### config.mk
export PLATFORM = sky130hd
export DESIGN_NAME = shift_fifo_p
export DESIGN_NICKNAME = d
export VERILOG_FILES = /design/src/rtl/shift_fifo_p.sv
export SDC_FILE = /design/constraint.sdc
export NUM_CORES = 1
export LEC_CHECK = 0
export BUFFER_PORTS_ARGS = -buffer_cell sky130_fd_sc_hd__buf_2
export CORE_MARGIN = 3
export CORE_UTILIZATION = 40
export DETAILED_ROUTE_END_ITERATION = 8
export HOLD_SLACK_MARGIN = 0.06
export PLACE_DENSITY = 0.54
export SYNTH_ARGS = -nofsm -noshare
export SYNTH_HDL_FRONTEND = slang
export SYNTH_SLANG_ARGS = --single-unit
export TNS_END_PERCENT = 5
### constraint.sdc
create_clock -name clock -period 49.4 [get_ports clock]
set_input_delay 2.47 -clock clock [delete_from_list [all_inputs] [get_ports clock]]
set_output_delay 2.47 -clock clock [all_outputs]
set_load 0.05 [all_outputs]
### src/rtl/shift_fifo_p.sv
// ---------------------------------------------------------------------------
// shift_fifo_p
//
// A first-in first-out buffer built as a shift register. Each accepted write
// moves every entry up one slot and puts the new word in entry 0. The oldest
// word is therefore always at entry[count-1], so a read only decrements the
// occupancy and never moves data.
//
// Ports
//   clock        : single clock, all state changes on its rising edge
//   rst          : asynchronous active-high reset (clears occupancy and errors)
//   flush        : synchronous clear of contents; ignores push/pop that cycle
//   clr_err      : synchronous clear of the sticky overflow/underflow flags
//   dataIn       : write data
//   push         : write request
//   pop          : read request
//   dataOut      : oldest entry, or zero when empty (combinational from state)
//   count        : current occupancy, 0..DEPTH
//   full/empty   : count == DEPTH / count == 0
//   almost_full  : count >= AF_LVL
//   almost_empty : count <= AE_LVL
//   overflow     : sticky, set when a push is dropped
//   underflow    : sticky, set when a pop is ignored
// ---------------------------------------------------------------------------
module shift_fifo_p #(
    parameter int WIDTH  = 64,
    parameter int DEPTH  = 16,
    parameter int CW     = 5,
    parameter int AF_LVL = 12,
    parameter int AE_LVL = 2
) (
    input  logic             clock,
    input  logic             rst,
    input  logic             flush,
    input  logic             clr_err,
    input  logic [WIDTH-1:0] dataIn,
    input  logic             push,
    input  logic             pop,
    output logic [WIDTH-1:0] dataOut,
    output logic [CW-1:0]    count,
    output logic             full,
    output logic             empty,
    output logic             almost_full,
    output logic             almost_empty,
    output logic             overflow,
    output logic             underflow
);

    localparam logic [CW-1:0] DEPTH_C = CW'(DEPTH);
    localparam logic [CW-1:0] AF_C    = CW'(AF_LVL);
    localparam logic [CW-1:0] AE_C    = CW'(AE_LVL);
    localparam logic [CW-1:0] ONE_C   = CW'(1);

    logic [WIDTH-1:0] mem_q [DEPTH];
    logic [WIDTH-1:0] mem_d [DEPTH];
    logic [CW-1:0]    count_q, count_d;
    logic             ovf_q, ovf_d;
    logic             udf_q, udf_d;

    logic is_full, is_empty;
    logic push_ok, pop_ok, shift_en;
    logic ovf_set, udf_set;

    assign is_full  = (count_q == DEPTH_C);
    assign is_empty = (count_q == '0);

    // A simultaneous pop frees the slot the push needs, so a push into a
    // full buffer is still accepted when pop is asserted.
    assign push_ok  = push & (~is_full | pop);
    assign pop_ok   = pop & ~is_empty;
    assign shift_en = push_ok & ~flush;

    // Error events are suppressed during flush.
    assign ovf_set  = ~flush & push & is_full & ~pop;
    assign udf_set  = ~flush & pop & is_empty;

    // Shifted image of the storage: new word enters at entry 0.
    always_comb begin
        mem_d[0] = dataIn;
        for (int i = 1; i < DEPTH; i++) begin
            mem_d[i] = mem_q[i-1];
        end
    end

    // Storage is not reset; the occupancy counter alone defines validity.
    always_ff @(posedge clock) begin
        if (shift_en) begin
            mem_q <= mem_d;
        end
    end

    always_comb begin
        count_d = count_q;
        if (flush) begin
            count_d = '0;
        end else if (push_ok && !pop_ok) begin
            count_d = count_q + ONE_C;
        end else if (pop_ok && !push_ok) begin
            count_d = count_q - ONE_C;
        end
    end

    // A set condition in the same cycle as clr_err wins.
    assign ovf_d = ovf_set | (ovf_q & ~clr_err);
    assign udf_d = udf_set | (udf_q & ~clr_err);

    always_ff @(posedge clock or posedge rst) begin
        if (rst) begin
            count_q <= '0;
            ovf_q   <= 1'b0;
            udf_q   <= 1'b0;
        end else begin
            count_q <= count_d;
            ovf_q   <= ovf_d;
            udf_q   <= udf_d;
        end
    end

    // Oldest entry sits at count-1; a compare-select avoids indexing the
    // array with a count that is wider than the entry address.
    always_comb begin
        dataOut = '0;
        for (int i = 0; i < DEPTH; i++) begin
            if (count_q == CW'(i + 1)) begin
                dataOut = mem_q[i];
            end
        end
    end

    assign count        = count_q;
    assign full         = is_full;
    assign empty        = is_empty;
    assign almost_full  = (count_q >= AF_C);
    assign almost_empty = (count_q <= AE_C);
    assign overflow     = ovf_q;
    assign underflow    = udf_q;

endmodule

[After elaboration in Yosys (flattened, before gate mapping)]
Index checks and enable logic that the tools add are counted.
Storage, ports and cells
  bits in registers: 1031
Cells by class
  add/sub/neg operators: 2
  $lt $le $gt $ge: 2
  eq/ne operators: 16
  muxes and demuxes: 19
  bitwise logic cells: 18
  reductions and logical operators: 6
Operators by type and width (count)
  $mux 64: 16
  $eq 5x4->1 const B: 8
  $eq 5x3->1 const B: 4
  $mux 5: 3
  $and 1x1->1: 10
  $eq 5x2->1 const B: 2
  $add 5x1->5 const B: 1
  $eq 5x1->1 const B: 1
  $eq 5x5->1 const B: 1
  $ge 5x4->1 const B: 1
  $le 5x2->1 const B: 1
  $logic_not 5->1: 1
  $not 1->1: 5
  $sub 5x1->5 const B: 1
  $or 1x1->1: 3
  $reduce_bool 3->1: 1
  $logic_and 1x1->1: 2
  $logic_not 1->1: 2

[Depth between registers and ports, before layout]
Gate-level depths: netlist of run 1.
  depth in word-level cells: 17
  mapped depth: 13
  gate-level depth less buffers: 9

[Least setup slack after synthesis of run 1]
No wires, ideal clock.
  path kind: input port to flip-flop
  from: input flush
  to: register mem_q, in the netlist mem_d[0], enable pin
  library setup time: 2.772 ns
  arrival time: 51.732 ns
  required time: 46.628 ns
  path slack: -5.105 ns
  cell stages on the path: 2
  buffers on the path: 0
  cell sequence: nand2b_1 > a21oi_1
On the way
  longest elaborated chain between the ends: 2
RTL lines
  start, declared: RTL line 34  | input logic flush,
  $not 1->1: RTL line 71  | assign shift_en = push_ok & ~flush;
  $and 1x1->1: RTL line 71
  via shift_en: RTL line 61  | logic push_ok, pop_ok, shift_en;
  end signal, assigned: RTL line 88  | mem_q <= mem_d;
  end, declared: RTL line 54  | logic [WIDTH-1:0] mem_q [DEPTH];
The timed path passes the listed nets, and every way through them passes these cells.
A chain may end at the register's enable or synchronous reset.

[Final worst setup path of run 1]
  from: register count_q[0], in the netlist count[0]
  to: output dataOut[16]
On the way
  longest elaborated chain between the ends: 17
RTL lines
  start, declared: RTL line 56  | logic [CW-1:0] count_q, count_d;
  start signal, assigned: RTL line 113  | count_q <= count_d;
  $eq 5x1->1: RTL line 124  | if (count_q == CW'(i + 1)) begin
  $mux 64 (15 in series): RTL line 124
  $mux 64 *: RTL line 124
  end, declared: RTL line 39  | output logic [WIDTH-1:0] dataOut,
Mark *: on every way between the ends. The rest lies on a longest branch, timed or not.

==> metrics.txt, run 1 <==
wire length of the first global-routing pass 163000 um; CTS Buf Count 108; # setup viols final 0; Post-synth EDFFs 1024; Critical-path top delay cell buf_4; H-tree Lvls 3; CTS tree done; leak pwr 14.7 nW; die area 104000 um^2; Synth top area share 0.770; vias in the first global route 25086; io pins 145; fill cell count 8596; most common cell in the synthesized netlist edfxtp_1; final core utilization 0.459; postcts setup bufs 0; Yosys cell types 71; Min Hold Slack 0.432 ns; unrepaired setup endpoints after global routing false; area added between synthesis and finish 13.4%; syn nets 2694; CTS sink cnt 1031; CTS clk-pin slew, worst paths 0.06 ns; CP peak stage delay 0.79 ns; Max Cap Violations 0; worst-path cell chain inv_1, ha_1, buf_4, nand3_4, inv_4, buf_4, buf_4, a21oi_1, o21ai_0, o21ai_0, a21oi_1, buf_2; final wirelength 109000 um; Tmin final 7.80 ns; FP Rows 115; clk_lat worst skew 0.69 ns; most used cell, CP buf_4; Yosys reg bits 1031; Die W 322 um; routed length per instance 26.6 um; diode count 0; DRT Pass-1 Iters 5; post-cts sizing count 0; core area 98700 um^2; layout cells sized above 1 0.132; highest clock rate 0.128 GHz; Hold-fix buffers, CTS 0; vias per cell 6.08; Area contributors post-synth edfxtp_1 77%, a21oi_1 3.5%, o21ai_0 3.3%, a221oi_1 2.4%, o22ai_1 1.8%; critical path startpoint count[0]; CP arrival 5.33 ns; overall die height 322 um; RePlAce Congestion 0.807; Critical R2R Launch count[0]; total power 2.38 mW; DRT iter0 DRCs 3242; Max Slew Vio Count 0; largest net degree at the start of global routing 174; Synth area leader edfxtp_1; GRT Util Overall 0.207; setup TNS 0 ns; DR DRC count 0; Slew headroom 0.212; Clock Path Buffers 3; slew at the pin with the worst max-slew slack 1.18 ns; hold crit path type reg -> reg; part of the cycle the worst path needs 0.158; Hold Crit Start mem_d[521]; Fin Clk Skew 0.0280 ns; yosys warns 0; Mapped Area 39900 um^2; Port-buffer cells 144; sequential fraction of the synthesis area 0.775; post-route ant nets 0; initial antenna violation count 4; clock root buffer clkbuf_16; Synth top cells by count 1024 x edfxtp_1, 276 x a21oi_1, 261 x o21ai_0; largest vdd supply drop 31.9 uV; vias after detailed routing 24869; syn avg cell area 15.3 um^2; Starting Density 0.404; CP Launch Type flip-flop; endpoint class of the critical path primary output; CP Class reg -> out; pwr dens 52.5 nW/um^2; Req. time, crit path 46.93 ns; Finished Layout Cells 4092; outcome completed; global route overflow 0; final hold vios 0; count of mapped cells out of synthesis 2618; Synth Flop Type edfxtp_1; worst-path maximum fanout 67; Final HPWL DP 56700 um; fraction of registers with async set/reset 0.00679; fin nets 2795; placed insts 3896
placed cells by master (no fill, tap or decap), types with 9 or more instances in the layout:
master     instances
nand3_1           32
o22ai_1          113
a221oi_1         108
o221ai_1          70
clkinv_1          26
clkbuf_16        109
inv_1             18
a21oi_1          275
o21ai_1           24
nor3_1            16
o211ai_1          21
nand2_1          148
a22oi_1           74
buf_2            144
clkinv_2          17
and3_1             9
clkbuf_1          28
nand2b_1           9
nor2_1            88
buf_4             41
edfxtp_1        1024
o21ai_0          261
flip-flops by register name, summed over array words and instances, names as in the netlist:
signal,flops
mem_d,960
mem_q,64
count,5
overflow,1
underflow,1
final cells by class:
| cell class | count | area, um^2 | share of cell area |
|---|---|---|---|
| Clock buffer | 137 | 2830 | 0.0626 |
| Sequential cell | 1031 | 30900 | 0.683 |
| Tap cell | 1287 | 1610 | 0.0356 |
| Clock inverter | 59 | 522 | 0.0115 |
| Timing Repair Buffer | 187 | 1070 | 0.0236 |
| Multi-Input combinational cell | 1371 | 8250 | 0.182 |
| Inverter | 20 | 77.6 | 0.00171 |
power by group:
group	internal (mW)	total (mW)	switching [mW]	leakage (nW)
Sequential	1.03	1.06	0.0276	9.68
Combinational	0.125	0.537	0.412	3.34
Clock	0.442	0.782	0.340	1.63
Total	1.60	2.38	0.780	14.7
worst max-delay path: cells and delay by family (launching register included):
kind                     cells  cell delay, ns
AO/OA/AOI/OAI                4            0.77
adder cells (fa/ha/maj)      1            0.15
buffers and inverters        6            2.58
flip-flops                   1            0.48
AND/OR/NAND/NOR              1            0.54
per-layer routing:
layer	global-route usage	part of all wire	vias to the layer above
met5	0	0	-
met4	0.0684	0.027	0
met3	0.0391	0.081	194
met2	0.329	0.47	1184
met1	0.289	0.42	12708
li1	-	-	10783
metrics by stage:
step           worst slack [ns]  cell area [um^2]
6_report                  41.60             45300
5_1_grt                   41.42             45300
4_1_cts                   41.68             45300
3_5_place_dp              41.41             41900
3_3_place_gp              41.72             41900
2_1_floorplan             16.50             39900
path summary, 6_finish.rpt:
path,endpoint,slack (ns),cells after the start
worst max-delay path,dataOut[16],41.60,12
worst min-delay path,mem_d[457],0.43,0
worst max register to register,mem_d[364],42.21,11
worst min register to register,mem_d[457],0.43,0
max in group asynchronous,count[0],47.48,2
min in group asynchronous,count[2],1.71,2
kinds of logic (layout without fill, tap and decap cells):
logic type | Yosys count | after routing | share of synthesized area
AND/OR/NAND/NOR | 362 | 362 | 0.0431
XOR/XNOR | 3 | 3 | 0.000658
adder cells (fa/ha/maj) | 6 | 6 | 0.00188
flip-flops | 1031 | 1031 | 0.775
AO/OA/AOI/OAI | 1000 | 1000 | 0.156
buffers and inverters | 216 | 403 | 0.0237
(Power assumes the default switching activity.)
==> inputs of run 2 (changes only) <==
--- a/config.mk
+++ b/config.mk
@@ -10,7 +10,7 @@
 export CORE_UTILIZATION = 40
 export DETAILED_ROUTE_END_ITERATION = 8
 export HOLD_SLACK_MARGIN = 0.06
-export PLACE_DENSITY = 0.54
+export PLACE_DENSITY = 0.52
 export SYNTH_ARGS = -nofsm -noshare
 export SYNTH_HDL_FRONTEND = slang
 export SYNTH_SLANG_ARGS = --single-unit
==> constraint.sdc (replaced) <==
create_clock -name clock -period 7.4 [get_ports clock]
set_input_delay 0.37 -clock clock [delete_from_list [all_inputs] [get_ports clock]]
set_output_delay 0.37 -clock clock [all_outputs]
set_load 0.05 [all_outputs]
==> metrics.txt, run 2 (synthesis results as in run 1) <==
outcome completed; largest vdd supply drop 216 uV; H-tree Lvls 3; global route overflow 0; Reg area 30900 um^2; CP Launch Type flip-flop; family with the most delay on the worst path buffers and inverters; Tmin final 5.47 ns; Largest register FFs 960; die area 104000 um^2; overall die height 322 um; layout cells sized above 1 0.136; commonest non-fill, non-tap cells in the layout 1024 x edfxtp_1, 275 x a21oi_1, 261 x o21ai_0, 148 x nand2_1, 144 x buf_2; pwr dens 347 nW/um^2; vias per cell 5.98; core area 98700 um^2; RePlAce Congestion 0.792; clock root buffer clkbuf_16; DRT Pass-1 Iters 6; endpoint class of the critical path primary output; GRT Util Overall 0.206; CP peak stage delay 0.79 ns; final hold vios 0; part of the cycle the worst path needs 0.740; CP Class reg -> out; Die W 322 um; Slew headroom 0.205; Critical-path top delay cell inv_4; Max Slew Vio Count 0; reg2reg path depth 5; Critical R2R Launch count[2]; Min Hold Slack 0.117 ns; io pins 145; Req. time, crit path 7.03 ns; post-route ant nets 0; # setup viols final 0; CP arrival 5.10 ns; CTS sink cnt 1031; multi-input logic area 8230 um^2; WP buf/inv 3; DR DRC count 0; FP Rows 115; Starting Density 0.404; setup TNS 0 ns; total power 16.0 mW; largest net degree at the start of global routing 195; wire length of the first global-routing pass 162000 um; routed length per instance 25.9 um; CTS Buf Count 109; leak pwr 15.1 nW; hold worst-path end count[1]; vias after detailed routing 24954; fin nets 2872; final wirelength 108000 um; post-cts sizing count 0; unrepaired setup endpoints after global routing false; critical path startpoint count[2]; Worst Hold Depth 4; worst-path maximum fanout 57; area added between synthesis and finish 15.7%; reg2reg end mem_d[772]; fill cell count 8639; Hold Crit Start push; postcts setup bufs 0; slew at the pin with the worst max-slew slack 1.18 ns; highest clock rate 0.183 GHz; worst-path cell chain nor2_1, nand3_4, inv_4, buf_4, a21oi_1, o21ai_0, o21ai_0, a21oi_1, buf_2; hold crit path type in -> reg; clk_lat worst skew 0.69 ns; commonest non-fill, non-tap cell in the layout edfxtp_1; vias in the first global route 25050; initial antenna violation count 2; DRT iter0 DRCs 2956; Reg2Reg Setup Slack 2.87 ns; CTS tree done; Fin Clk Skew 0.0256 ns; Port-buffer cells 144; Final HPWL DP 60100 um; Clock Path Buffers 3; Max Cap Violations 0; CTS clk-pin slew, worst paths 0.06 ns
## run 2: cell type report
class | instances | area share
antenna | 1 | 0.0000542
clock buffer | 146 | 0.0646
clock inverter | 54 | 0.0109
inverter | 20 | 0.00168
multi-input combinational | 1371 | 0.178
sequential | 1031 | 0.670
tap | 1287 | 0.0349
timing repair buffer | 263 | 0.0400
## run 2: how the worst max path moves through the flow
stage	endpoint	slack, ns	depth (start not counted)
floorplan	mem_d[0]	-11.58	7
global placement	dataOut[55]	2.68	9
detailed placement	dataOut[23]	2.67	10
CTS	dataOut[55]	1.84	9
global route	dataOut[60]	1.63	10
finish	dataOut[55]	1.93	9
## run 2: where the power goes
| group | internal, mW | switching, mW |
|---|---|---|
| Clock | 3.13 | 2.26 |
| Sequential | 6.87 | 0.222 |
| Combinational | 0.870 | 2.69 |
| Total | 10.9 | 5.18 |
## run 2: worst min-delay path, delay by kind of cell
kind / cells / cell delay [ns]
buffers and inverters: 1 / 0.10
AO/OA/AOI/OAI: 2 / 0.17
AND/OR/NAND/NOR: 1 / 0.10
## run 2: metal layers
metal	part of all wire	vias to the layer above	wire, um	track usage
met5	0	-	0	0
met4	0.024	0	2630	0.0616
met3	0.065	184	7030	0.0303
met2	0.47	965	50900	0.327
met1	0.44	12861	47800	0.295
li1	-	10944	-	-
## run 2: what timing repair did
item                                   in CTS  in global routing
endpoints found under the hold margin      78                  0
hold buffers                               69                  0
setup endpoints to repair                   0                  0
## run 2: stage by stage
step                      area, um^2  worst slack, ns  instances   util
after floorplan                40000           -11.58       2618      -
after global placement         42000             2.68       3903  0.426
after CTS                      46200             1.84       4172  0.468
after detailed placement       42000             2.67       3903  0.426
after global routing           46200             1.63       4172  0.468
final                          46200             1.93       4173  0.468
